--- src/rtl/io_delay_multi.sv ---
// ---------------------------------------------------------------------------
// io_delay_multi
//
// Purpose: RIU-side controller that moves the delay taps of several RX
// bitslice lanes. A command freezes voltage/temperature compensation
// (EN_VTC low), lets it settle, then reads, nudges (INC/DEC) or walks a
// lane towards a target value using bounded LOAD steps, settles again,
// reports the lane's final delay and finally re-enables VTC.
//
// Ports:
//   riu_clk, riu_rst      clock, asynchronous active-high reset
//   cmd_valid/cmd_ready   command handshake (ready only while idle)
//   cmd_op                0=READ 1=INC 2=DEC 3=UPDATE
//   cmd_lane, cmd_delay   target lane and UPDATE target value
//   cntvalue_out          per-lane current delay (lane i at [i*DLY_W +: DLY_W])
//   vtc_rdy               BITSLICE_CONTROL VTC_RDY
//   en_vtc                shared EN_VTC
//   load, ce              per-lane LOAD and CE strobes
//   inc, cntvalue_in      shared INC direction and LOAD value
//   rsp_valid             one-cycle completion pulse
//   rsp_lane, rsp_delay   lane reported and its final delay
//   rsp_err               command rejected or saturated
//
// Optional feature: define IO_DELAY_BROADCAST_EN to treat
// cmd_lane == NUM_LANES as "all lanes, in order, in one VTC window".
// Without it, that lane index is rejected like any other invalid lane.
// ---------------------------------------------------------------------------
module io_delay_multi #(
    parameter int NUM_LANES  = 4,
    parameter int DLY_W      = 9,
    parameter int MAX_STEP   = 8,
    parameter int SETTLE_CYC = 10,
    parameter int LOAD_WAIT  = 5,
    localparam int LANE_W    = ($clog2(NUM_LANES + 1) > 1) ? $clog2(NUM_LANES + 1) : 1
) (
    input  logic                       riu_clk,
    input  logic                       riu_rst,
    input  logic                       cmd_valid,
    output logic                       cmd_ready,
    input  logic [1:0]                 cmd_op,
    input  logic [LANE_W-1:0]          cmd_lane,
    input  logic [DLY_W-1:0]           cmd_delay,
    input  logic [NUM_LANES*DLY_W-1:0] cntvalue_out,
    input  logic                       vtc_rdy,
    output logic                       en_vtc,
    output logic [NUM_LANES-1:0]       load,
    output logic [NUM_LANES-1:0]       ce,
    output logic                       inc,
    output logic [DLY_W-1:0]           cntvalue_in,
    output logic                       rsp_valid,
    output logic [LANE_W-1:0]          rsp_lane,
    output logic [DLY_W-1:0]           rsp_delay,
    output logic                       rsp_err
);

    localparam logic [3:0] S_IDLE      = 4'd0;
    localparam logic [3:0] S_VTC_LOW   = 4'd1;
    localparam logic [3:0] S_SETTLE1   = 4'd2;
    localparam logic [3:0] S_DECODE    = 4'd3;
    localparam logic [3:0] S_INCDEC    = 4'd4;
    localparam logic [3:0] S_CALC      = 4'd5;
    localparam logic [3:0] S_STEP      = 4'd6;
    localparam logic [3:0] S_LOAD_HI   = 4'd7;
    localparam logic [3:0] S_LOAD_WAIT = 4'd8;
    localparam logic [3:0] S_SETTLE2   = 4'd9;
    localparam logic [3:0] S_RESP      = 4'd10;
    localparam logic [3:0] S_VTC_HIGH  = 4'd11;

    localparam logic [1:0] OP_READ   = 2'd0;
    localparam logic [1:0] OP_INC    = 2'd1;
    localparam logic [1:0] OP_DEC    = 2'd2;
    localparam logic [1:0] OP_UPDATE = 2'd3;

    localparam logic [LANE_W-1:0] LANE_BCAST  = LANE_W'(NUM_LANES);
    localparam logic [LANE_W-1:0] LANE_LAST   = LANE_W'(NUM_LANES - 1);
    localparam logic [DLY_W-1:0]  STEP_MAX    = DLY_W'(MAX_STEP);
    localparam logic [15:0]       SETTLE_LAST = 16'(SETTLE_CYC - 1);
    localparam logic [15:0]       WAIT_LAST   = 16'(LOAD_WAIT - 1);

    logic [3:0]           state;
    logic [15:0]          cnt;
    logic [1:0]           op_q;
    logic [LANE_W-1:0]    lane_q;
    logic [DLY_W-1:0]     delay_q;
    logic [LANE_W-1:0]    work_lane;
    logic [DLY_W-1:0]     cur;
    logic [DLY_W-1:0]     diff;
    logic                 up;
    logic                 err;

    logic                 bcast_new;
    logic                 bcast_q;
    logic                 lane_ok;
    logic                 rsp_ok;
    logic                 more_lanes;
    logic                 inc_sat;
    logic [3:0]           done_state;
    logic [LANE_W-1:0]    rsp_sel;
    logic [DLY_W-1:0]     cur_val;
    logic [DLY_W-1:0]     rsp_val;
    logic [DLY_W-1:0]     step;
    logic [NUM_LANES-1:0] lane_mask;

    // Returns the delay of one lane; out-of-range selects read as zero.
    function automatic logic [DLY_W-1:0] lane_value(input logic [LANE_W-1:0] sel,
                                                     input logic [NUM_LANES*DLY_W-1:0] bus);
        lane_value = '0;
        for (int i = 0; i < NUM_LANES; i++) begin
            if (sel == LANE_W'(i)) lane_value = bus[i*DLY_W +: DLY_W];
        end
    endfunction

`ifdef IO_DELAY_BROADCAST_EN
    assign bcast_new = (cmd_lane == LANE_BCAST);
    assign bcast_q   = (lane_q == LANE_BCAST);
`else
    assign bcast_new = 1'b0;
    assign bcast_q   = 1'b0;
`endif

    // A broadcast walks work_lane 0..NUM_LANES-1; a lane finishing early
    // either moves on to the next lane or closes the VTC window.
    assign more_lanes = bcast_q && (work_lane != LANE_LAST);
    assign done_state = more_lanes ? S_DECODE : S_SETTLE2;
    assign lane_ok    = (work_lane < LANE_BCAST);
    assign rsp_sel    = bcast_q ? '0 : lane_q;
    assign rsp_ok     = bcast_q || (lane_q < LANE_BCAST);
    assign cur_val    = lane_value(work_lane, cntvalue_out);
    assign rsp_val    = lane_value(rsp_sel, cntvalue_out);
    assign step       = (diff > STEP_MAX) ? STEP_MAX : diff;
    assign inc_sat    = ((op_q == OP_INC) && (cur_val == '1)) ||
                        ((op_q == OP_DEC) && (cur_val == '0));
    assign rsp_err    = err;

    // One-hot strobe pattern for the lane currently being worked on.
    always_comb begin
        lane_mask = '0;
        for (int i = 0; i < NUM_LANES; i++) begin
            lane_mask[i] = (work_lane == LANE_W'(i));
        end
    end

    // Command sequencer. All outputs are registered so strobes are glitch
    // free; a strobe set on entry to a state is visible for exactly that
    // state's single cycle (ce in INCDEC, load in LOAD_HI).
    always_ff @(posedge riu_clk or posedge riu_rst) begin
        if (riu_rst) begin
            state       <= S_IDLE;
            cnt         <= '0;
            op_q        <= '0;
            lane_q      <= '0;
            delay_q     <= '0;
            work_lane   <= '0;
            cur         <= '0;
            diff        <= '0;
            up          <= 1'b0;
            err         <= 1'b0;
            cmd_ready   <= 1'b0;
            en_vtc      <= 1'b1;
            load        <= '0;
            ce          <= '0;
            inc         <= 1'b0;
            cntvalue_in <= '0;
            rsp_valid   <= 1'b0;
            rsp_lane    <= '0;
            rsp_delay   <= '0;
        end else begin
            case (state)
                S_IDLE: begin
                    if (cmd_ready && cmd_valid) begin
                        cmd_ready <= 1'b0;
                        op_q      <= cmd_op;
                        lane_q    <= cmd_lane;
                        delay_q   <= cmd_delay;
                        work_lane <= bcast_new ? '0 : cmd_lane;
                        err       <= 1'b0;
                        state     <= S_VTC_LOW;
                    end else begin
                        cmd_ready <= 1'b1;
                    end
                end
                S_VTC_LOW: begin
                    if (vtc_rdy) begin
                        en_vtc <= 1'b0;
                        cnt    <= '0;
                        state  <= S_SETTLE1;
                    end
                end
                S_SETTLE1: begin
                    if (cnt == SETTLE_LAST) state <= S_DECODE;
                    else                    cnt   <= cnt + 16'd1;
                end
                S_DECODE: begin
                    cur <= cur_val;
                    if (!lane_ok || (op_q == OP_READ) ||
                        (((op_q == OP_INC) || (op_q == OP_DEC)) && inc_sat)) begin
                        if (!lane_ok || inc_sat) err <= 1'b1;
                        state     <= done_state;
                        work_lane <= work_lane + LANE_W'(more_lanes);
                        cnt       <= '0;
                    end else if (op_q == OP_UPDATE) begin
                        state <= S_CALC;
                    end else begin
                        ce    <= lane_mask;
                        inc   <= (op_q == OP_INC);
                        state <= S_INCDEC;
                    end
                end
                S_INCDEC: begin
                    ce        <= '0;
                    inc       <= 1'b0;
                    state     <= done_state;
                    work_lane <= work_lane + LANE_W'(more_lanes);
                    cnt       <= '0;
                end
                S_CALC: begin
                    if (delay_q == cur) begin
                        state     <= done_state;
                        work_lane <= work_lane + LANE_W'(more_lanes);
                        cnt       <= '0;
                    end else begin
                        up    <= (delay_q > cur);
                        diff  <= (delay_q > cur) ? (delay_q - cur) : (cur - delay_q);
                        state <= S_STEP;
                    end
                end
                S_STEP: begin
                    cntvalue_in <= up ? (cur + step) : (cur - step);
                    load        <= lane_mask;
                    state       <= S_LOAD_HI;
                end
                S_LOAD_HI: begin
                    load  <= '0;
                    cnt   <= '0;
                    state <= S_LOAD_WAIT;
                end
                S_LOAD_WAIT: begin
                    // Re-read the lane rather than trusting cntvalue_in, so
                    // the walk converges on what the bitslice actually holds.
                    if (cnt == WAIT_LAST) begin
                        cur   <= cur_val;
                        state <= S_CALC;
                    end else begin
                        cnt <= cnt + 16'd1;
                    end
                end
                S_SETTLE2: begin
                    rsp_delay <= rsp_ok ? rsp_val : '0;
                    if (cnt == SETTLE_LAST) begin
                        rsp_valid <= 1'b1;
                        rsp_lane  <= lane_q;
                        state     <= S_RESP;
                    end else begin
                        cnt <= cnt + 16'd1;
                    end
                end
                S_RESP: begin
                    rsp_valid <= 1'b0;
                    en_vtc    <= 1'b1;
                    state     <= S_VTC_HIGH;
                end
                S_VTC_HIGH: begin
                    cmd_ready <= 1'b1;
                    state     <= S_IDLE;
                end
                default: state <= S_IDLE;
            endcase
        end
    end

endmodule
--- config.mk ---
export PLATFORM = sky130hd
export DESIGN_NAME = io_delay_multi
export DESIGN_NICKNAME = d
export VERILOG_FILES = /design/src/rtl/io_delay_multi.sv
export SDC_FILE = /design/constraint.sdc
export NUM_CORES = 1
export LEC_CHECK = 0
export ABC_AREA = 1
export CAP_MARGIN = 15
export CORE_MARGIN = 8
export CORE_UTILIZATION = 64
export CTS_CLUSTER_DIAMETER = 40
export DETAILED_ROUTE_END_ITERATION = 10
export DONT_BUFFER_PORTS = 1
export GPL_ROUTABILITY_DRIVEN = 0
export PLACE_DENSITY = 0.79
export RECOVER_POWER = 50
export SLEW_MARGIN = 5
export SYNTH_ARGS = -nofsm -noshare
export SYNTH_HDL_FRONTEND = slang
export SYNTH_SLANG_ARGS = --single-unit
--- constraint.sdc ---
create_clock -name riu_clk -period 4 [get_ports riu_clk]
set_clock_uncertainty 0.2 [all_clocks]
set_input_delay 0.8 -clock riu_clk [delete_from_list [all_inputs] [get_ports riu_clk]]
set_output_delay 0.8 -clock riu_clk [all_outputs]
set_load 0.02 [all_outputs]
======== After elaboration in Yosys (flattened, before gate mapping) ========
Index checks and enable logic that the tools add are counted.
operators by class
  $add $sub $neg .......................... 5
  magnitude comparators ................... 3
  equal/unequal tests ..................... 33
  mux-type cells .......................... 42
  bitwise logic cells ..................... 1
  reductions and logical operators ........ 34
operator list
  kind                     number
  $pmux W16 S6             1
  $mux W9                  9
  $mux W16                 5
  $pmux W4 S11             1
  $mux W4                  9
  $sub A9 B9 Y9            3
  $ne A2 B2 Y1 const B     12
  $pmux W9 S2              1
  $add A16 B1 Y16 const B  1
  $eq A16 B3 Y1 const B    1
  $eq A16 B4 Y1 const B    1
  $eq A4 B3 Y1 const B     4
  $eq A4 B4 Y1 const B     4
  $pmux W4 S2              2
  $reduce_bool A2 Y1       7
  $reduce_and A2 Y1        6
  $pmux W1 S2              5
  $add A9 B9 Y9            1
  $eq A9 B9 Y1             1
  $eq A9 B9 Y1 const B     1
  $gt A9 B4 Y1 const B     1
  $gt A9 B9 Y1             1
  $logic_not A9 Y1         1
  $mux W1                  9
  other kinds (20)         31
storage, ports and cells
  bits in registers ....................... 87
  bits of input ports ..................... 54
  output and inout bits ................... 34
  word-level logic and storage cells ...... 136

======== Depth between registers and ports, before layout ========
Gate-level depths: netlist of the first run.
  word-level depth ........................ 12
  depth in mapped cells ................... 21
  depth with buffers taken out ............ 21

======== Worst setup path after synthesis of the first run ========
OpenSTA, ideal clock, no wires.
  path kind ............................... reg-to-reg
  start ................................... register diff[6]
  end ..................................... register cntvalue_in[8]
  library setup time ...................... 0.123 ns
  data arrival time ....................... 2.843 ns
  data required time ...................... 3.677 ns
  path slack .............................. 0.833 ns
  cell stages (with the launch flop) ...... 20
  buffers on the path ..................... 0
  clock period less this slack ............ 3.167 ns
  cell sequence ........................... dfrtp_1 -> nor4_1 -> nand2_1 -> inv_1 -> nand2_1 -> ha_1 -> nand2_1 -> o21ai_0 -> fa_1 -> nand3_1 -> nand3_1 -> nand2_1 -> nand2_1 -> a21oi_1 -> nor2_1 -> nor2_1 -> o21bai_1 -> and2_1 -> o21ai_0 -> nand2_1
between the ends
  longest elaborated chain between the ends .. 4
  elaborated cells on any way between the ends .. 5
  classes of those cells .................. 2 x add/sub; 1 x order compare; 2 x mux
ends and longest elaborated chain
  element                                         RTL line  text
  from (decl)                                     87        logic [DLY_W-1:0] diff;
  from (signal assigned)                          223       diff <= (delay_q > cur) ? (delay_q - cur) : (cur - delay_q);
  $gt A9 B4 Y1                                    130       assign step = (diff > STEP_MAX) ? STEP_MAX : diff;
  $mux W9 *                                       130
  $sub A9 B9 Y9 or $add A9 B9 Y9 (tied branches)  228       cntvalue_in <= up ? (cur + step) : (cur - step);
  $mux W9 *                                       228
  to (signal assigned)                            228
  to (decl)                                       49        output logic [DLY_W-1:0] cntvalue_in,
Mark *: on every way between the ends. The rest lies on a longest branch, timed or not.
A chain may end at the register's enable or synchronous reset.

======== Worst setup path after layout of the first run ========
  start ................................... register diff[8]
  end ..................................... register cntvalue_in[8]
The elaborated chain is that of the path after synthesis.

==> results.py, run 1 <==
metrics = {
    "setup_path": {
        "cp_common_cell": "nand2_1",
        "worstPathCellList": "inv_1 -> nand2_1 -> nor4_1 -> nand2_1 -> inv_1 -> nand2_1 -> ha_1 -> nand2_1 -> o21ai_0 -> fa_1 -> nand3_1 -> nand3_1 -> nand2_1 -> nand2_1 -> a21oi_1 -> nor2_1 -> nor2_1 -> o21bai_1 -> and2_1 -> o21ai_0 -> nand2_1",
        "critPathKind": "flop to flop",
        "crit_required_ns": 4.06,
        "rrSetupSlack_ns": 0.43,
        "critPathMaxFanout": 4,
        "arrival_ns": 3.63,
        "reg2reg_from": "diff[8]",
        "cp_slowest_cell": "fa_1",
        "critPathMaxStageDelay_ns": 0.46,
        "r2r-end": "cntvalue_in[8]",
        "r2r_cells": 21,
        "cp-start-kind": "flop",
        "critPathCaptureType": "flop",
    },
    "timing": {
        "slew_viol_final": 42,
        "max_freq_ghz": 0.2800,
        "finalHoldViolations": 0,
        "period_minus_slack_ns": 3.572,
        "fin_tns_setup_ns": 0,
        "hold_ws_ns": 0.3043,
        "setup_viol": 0,
        "layout_setup_ws_ns": 0.4283,
        "slew_headroom_pct": -20.23,
        "period_share_pct": 89.29,
        "tightest_slew_ns": 1.794,
        "rsz0062_at_grt": "false",
    },
    "place": {
        "dp_slack_ns": 0.4330,
        "dpl.cell_count": 845,
        "io_buffers": 0,
        "dp_hpwl_um": 10990,
        "place_area_mm2": 0.005687,
    },
    "routing": {
        "num_vias": 5071,
        "wl_um": 14170,
        "postRouteAntennaNets": 0,
        "drtIter0Drc": 406,
        "dr.pass1.iters": 7,
        "wl_per_cell_um": 16.45,
        "drc_errors": 0,
        "viasPerCell": 5.890,
    },
    "grt": {
        "use_met2_pct": 41.01,
        "busiest_layer": "met2",
        "grt_pass1_vias": 4971,
        "grt_pass1_wl_um": 23810,
        "grt_max_degree": 48,
        "grt_util_met3_pct": 6.213,
        "grt_overflow": 0,
        "grtUsageMet1_pct": 31.62,
        "grt_usage_pct": 24.89,
        "antenna_found_initial": 0,
    },
    "synth": {
        "yosysWarnings": 0,
        "synth_edf_count": 0,
        "yosysMostFrequentCell": "nand2_1",
        "syn-mean-instance-area_um2": 7.445,
        "yosys.area.top_type": "dfrtp_1",
        "synth_cell_type_count": 42,
        "synth_area_leaders": "dfrtp_1 (38%), nand2_1 (13%), ha_1 (7.3%)",
        "ys_top_cells_by_count": "nand2_1 (201), dfrtp_1 (86), inv_1 (85)",
        "synth_async_sr_flop_share_pct": 100.0,
        "synthCells": 759,
        "ys_ff_latch": 87,
        "ys.flop_type": "dfrtp_1",
        "synthesis.nets": 849,
        "synth_top_area_share_pct": 38.09,
        "synth_area_mm2": 0.005650,
        "ys_seq_area_share_pct": 38.55,
    },
    "finish": {
        "antenna_cells": 0,
        "final_cells": 861,
        "fin_nets": 838,
        "fin_util_pct": 67.66,
        "area_growth_pct": 3.410,
        "regArea_mm2": 0.002178,
        "drive_gt1_share_pct": 5.312,
        "fillers": 752,
        "multiInputGateArea_mm2": 0.002995,
        "final_area_mm2": 0.005843,
    },
    "clock_tree": {
        "cts_inserted_buffers": 9,
        "cts_setup_buffers": 0,
        "cts_tree": "yes",
        "clkSlewWorstSetupHoldPaths_ns": 0.10,
        "cts_root_buffer": "clkbuf_8",
        "cts-hold-fix-buffers": 0,
        "cts_resized": 0,
        "clockBufferDepth": 2,
        "clk_latency_ns": 0.37,
        "htree_levels": 3,
        "cts.sinks": 87,
    },
    "worst_hold_path": {
        "min_path_cells": 2,
        "whs_endpoint": "cnt[5]",
        "hold_class": "flop to flop",
        "min_from": "cnt[5]",
    },
    "floorplan": {
        "die_h_um": 110.0,
        "die_area_mm2": 0.01209,
        "ios": 88,
        "rows": 34,
        "start_util_pct": 65.43,
        "fp.coreArea_mm2": 0.008636,
        "die_width_um": 110.0,
    },
    "power": {
        "finalPower_mw": 4.563,
        "leakagePower_nw": 2.908,
        "power_density_mw_per_mm2": 780.9,
        "ir_worst_vdd_mv": 0.4151,
    },
    "job": {
        "maxCapViolCount": 1,
    },
    "run_status": {
        "violations": "max-capacitance violations, max-slew violations",
        "status": "finished with violations",
    },
}
cell usage in the layout, fill, tap and decap left out, types with 2 or more instances in the layout:
| cell type | count |
|---|---|
| nor4_1 | 7 |
| clkinv_2 | 3 |
| nand4_1 | 26 |
| buf_4 | 3 |
| fa_1 | 3 |
| o21bai_1 | 2 |
| o21a_1 | 4 |
| dfrtp_1 | 86 |
| clkbuf_8 | 9 |
| ha_1 | 33 |
| inv_6 | 2 |
| nand2_1 | 201 |
| xor2_1 | 24 |
| o221ai_1 | 3 |
| nor2_2 | 3 |
| nor2_1 | 66 |
| nand2_2 | 3 |
| nor3_1 | 7 |
| o21ai_0 | 63 |
| o21ai_2 | 4 |
| a21oi_1 | 22 |
| clkinvlp_4 | 2 |
| o21ai_1 | 14 |
| inv_2 | 3 |
| o211ai_1 | 3 |
| a31oi_1 | 7 |
| nand3_1 | 47 |
| xnor2_1 | 4 |
| inv_1 | 84 |
per-layer routing:
metal / up-vias / wire length [um]
met5: - / 0
met4: 0 / 282
met3: 23 / 1141
met2: 186 / 6901
met1: 2400 / 5839
li1: 2462 / -
how the worst max path moves through the flow:
stage / to / depth (start not counted) / from / slack, ns
after floorplan: ce[0] / 1 / riu_rst / 0.75
after global placement: cntvalue_in[8] / 19 / diff[6] / 0.63
after detailed placement: cntvalue_in[8] / 21 / diff[8] / 0.43
after CTS: cntvalue_in[8] / 21 / diff[8] / 0.42
after global routing: cntvalue_in[8] / 21 / diff[8] / 0.007
final: cntvalue_in[8] / 21 / diff[8] / 0.43
final cells by class:
cell class / instances / share of cell area (%)
multi-input combinational: 557 / 51.26
sequential: 87 / 37.28
clock buffer: 9 / 2.120
inverter: 89 / 5.739
timing repair buffer: 4 / 0.4711
clock inverter: 7 / 0.8137
tap: 108 / 2.313
sequential cells by signal (all words and copies together) (netlist names), 2 cells and up:
signal	flops
state	4
cur	9
delay_q	9
cntvalue_in	9
op_q	2
rsp_delay	9
work_lane	3
load	4
rsp_lane	3
ce	4
cnt	16
diff	9
worst max-delay path: cells and delay by family, from the launching register on:
kind | cells | cell delay, ns
fa+ha+maj | 2 | 0.76
simple gates | 13 | 1.34
buf+inv | 2 | 0.21
flops | 1 | 0.40
compound gates | 4 | 0.54
power breakdown:
part           switching (mW)  internal [mW]  total, mW
sequential              0.410           1.16       1.57
clock                   0.341          0.227      0.568
combinational            1.62          0.802       2.42
total                    2.37           2.19       4.56
logic make-up (layout without fill, tap and decap cells):
family | after synthesis | in the layout | share of synthesized area (%)
fa+ha+maj | 36 | 36 | 8.370
buf+inv | 115 | 109 | 8.437
compound gates | 125 | 125 | 12.22
simple gates | 368 | 368 | 28.08
xor+xnor | 28 | 28 | 4.340
flops | 87 | 87 | 38.55
Power figures use the tool's default switching activity.
==> run 2, diff against run 1 <==
--- a/config.mk
+++ b/config.mk
@@ -9,7 +9,6 @@
 export CAP_MARGIN = 15
 export CORE_MARGIN = 8
 export CORE_UTILIZATION = 64
-export CTS_CLUSTER_DIAMETER = 40
 export DETAILED_ROUTE_END_ITERATION = 10
 export DONT_BUFFER_PORTS = 1
 export GPL_ROUTABILITY_DRIVEN = 0
==> constraint.sdc (replaced) <==
create_clock -name riu_clk -period 4 [get_ports riu_clk]
set_clock_uncertainty 0.2 [all_clocks]
set_input_delay 1 -clock riu_clk [delete_from_list [all_inputs] [get_ports riu_clk]]
set_output_delay 1 -clock riu_clk [all_outputs]
set_load 0.02 [all_outputs]
==> results.py, run 2 (synthesis gave the netlist of run 1 again) <==
metrics = {
    "power": {
        "leakagePower_nw": 2.918,
        "seqPwrFrac_pct": 34.1,
        "power_density_mw_per_mm2": 784.0,
        "clock_power_share_pct": 13.9,
        "p_sw_mw": 2.349,
        "ir_worst_vdd_mv": 0.4155,
        "p_int_mw": 2.259,
        "finalPower_mw": 4.607,
        "p_comb_share_pct": 52.1,
        "switching_share_pct": 50.98,
    },
    "finish": {
        "fin_util_pct": 68.05,
        "final_common_cell": "nand2_1",
        "final_cells": 862,
        "layout_common_cells": "nand2_1 (201), dfrtp_1 (86), inv_1 (84)",
        "largest_register_ffs": 16,
        "fin_nets": 839,
        "fillers": 750,
        "final_area_mm2": 0.005877,
        "drive_gt1_share_pct": 5.172,
        "top_register": "cnt",
        "antenna_cells": 0,
        "area_growth_pct": 4.008,
    },
    "routing": {
        "dr.pass1.iters": 7,
        "viasPerCell": 5.836,
        "dr_wl_met3_um": 959,
        "drc_errors": 0,
        "wl_per_cell_um": 16.27,
        "wl_um": 14030,
        "top_layer": "met4",
        "num_vias": 5031,
        "postRouteAntennaNets": 0,
        "drtIter0Drc": 384,
        "m1WireLength_um": 6041,
        "wl_met2_um": 6526,
    },
    "setup_path": {
        "r2r_cells": 19,
        "crit_required_ns": 4.06,
        "reg2reg_from": "diff[6]",
        "critPathKind": "flop to flop",
        "r2r-end": "cntvalue_in[8]",
        "arrival_ns": 3.61,
        "critPathMaxFanout": 4,
        "rrSetupSlack_ns": 0.44,
        "cp-start-kind": "flop",
        "critPathCaptureType": "flop",
    },
    "grt": {
        "antenna_found_initial": 0,
        "grt_pass1_wl_um": 22870,
        "grt_usage_pct": 23.92,
        "grt_pass1_vias": 4762,
        "grt_max_degree": 43,
        "grt_overflow": 0,
    },
    "worst_hold_path": {
        "min_path_cells": 2,
        "min_from": "delay_q[8]",
        "whs_endpoint": "delay_q[8]",
        "hold_class": "flop to flop",
    },
    "floorplan": {
        "die_width_um": 110.0,
        "rows": 34,
        "die_h_um": 110.0,
        "fp.coreArea_mm2": 0.008636,
        "ios": 88,
        "die_area_mm2": 0.01209,
        "start_util_pct": 65.43,
    },
    "clock_tree": {
        "cts_root_buffer": "clkbuf_8",
        "clk_latency_ns": 0.36,
        "clockBufferDepth": 2,
        "cts.sinks": 87,
        "clkSlewWorstSetupHoldPaths_ns": 0.10,
        "htree_levels": 3,
        "cts_tree": "yes",
        "cts_setup_buffers": 0,
        "cts_inserted_buffers": 9,
        "cts-hold-fix-buffers": 0,
        "cts_resized": 0,
    },
    "job": {
        "maxCapViolCount": 1,
    },
    "timing": {
        "max_freq_ghz": 0.2811,
        "period_minus_slack_ns": 3.558,
        "finalHoldViolations": 0,
        "hold_ws_ns": 0.3009,
        "period_share_pct": 88.94,
        "slew_viol_final": 43,
        "setup_viol": 0,
        "layout_setup_ws_ns": 0.4423,
        "fin_tns_setup_ns": 0,
        "slew_headroom_pct": -24.24,
        "rsz0062_at_grt": "false",
        "tightest_slew_ns": 1.853,
    },
    "place": {
        "dp_hpwl_um": 10870,
        "dpl.cell_count": 846,
        "dp_slack_ns": 0.4601,
        "place_area_mm2": 0.005682,
        "io_buffers": 0,
    },
    "run_status": {
        "status": "finished with violations",
        "violations": "max-capacitance violations, max-slew violations",
    },
}
[run 2: cell type report]
cell class	count	area (um2)	area share, %
clock buffers	9	123.9	2.108
repair buffers	5	30.03	0.5110
flip-flops and latches	87	2178	37.07
multi-input cells	557	2995	50.97
inverters	89	335.3	5.706
well taps	108	135.1	2.299
clock inverters	7	78.83	1.341
[run 2: worst max path at each step]
stage	from	endpoint	slack, ns	cells past startpoint
after CTS	diff[6]	cntvalue_in[8]	0.43	19
after floorplan	riu_rst	ce[0]	0.55	1
final	diff[6]	cntvalue_in[8]	0.44	19
after global placement	diff[6]	cntvalue_in[8]	0.64	19
after detailed placement	diff[6]	cntvalue_in[8]	0.46	19
after global routing	diff[7]	cntvalue_in[8]	0.01	21
[run 2: power groups by stage]
stage	Sequential (mW)	Combinational (mW)	Clock (mW)
CTS	1.57	2.38	0.648
global route	1.61	2.72	0.683
detailed placement	1.59	2.36	0
floorplan	1.48	1.97	0
finish	1.57	2.40	0.638
global placement	1.58	2.28	0
[run 2: per-layer routing]
metal  GRT usage, %  vias up
li1               -     2457
met1          30.61     2352
met2          37.89      185
met3          5.334       37
met4          10.90        0
met5              0        -
[run 2: worst max-delay path, stage by stage (launching register included)]
cell,delay [ns]
dfrtp_1,0.39
nor4_1,0.43
nand2_1,0.19
inv_1,0.15
nand2_1,0.09
ha_1,0.29
nand2_1,0.06
o21ai_0,0.14
fa_1,0.46
nand3_1,0.09
nand3_1,0.08
nand2_1,0.08
nand2_1,0.06
a21oi_1,0.20
nor2_1,0.06
nor2_1,0.09
o21bai_1,0.07
and2_1,0.13
o21ai_0,0.13
nand2_1,0.07
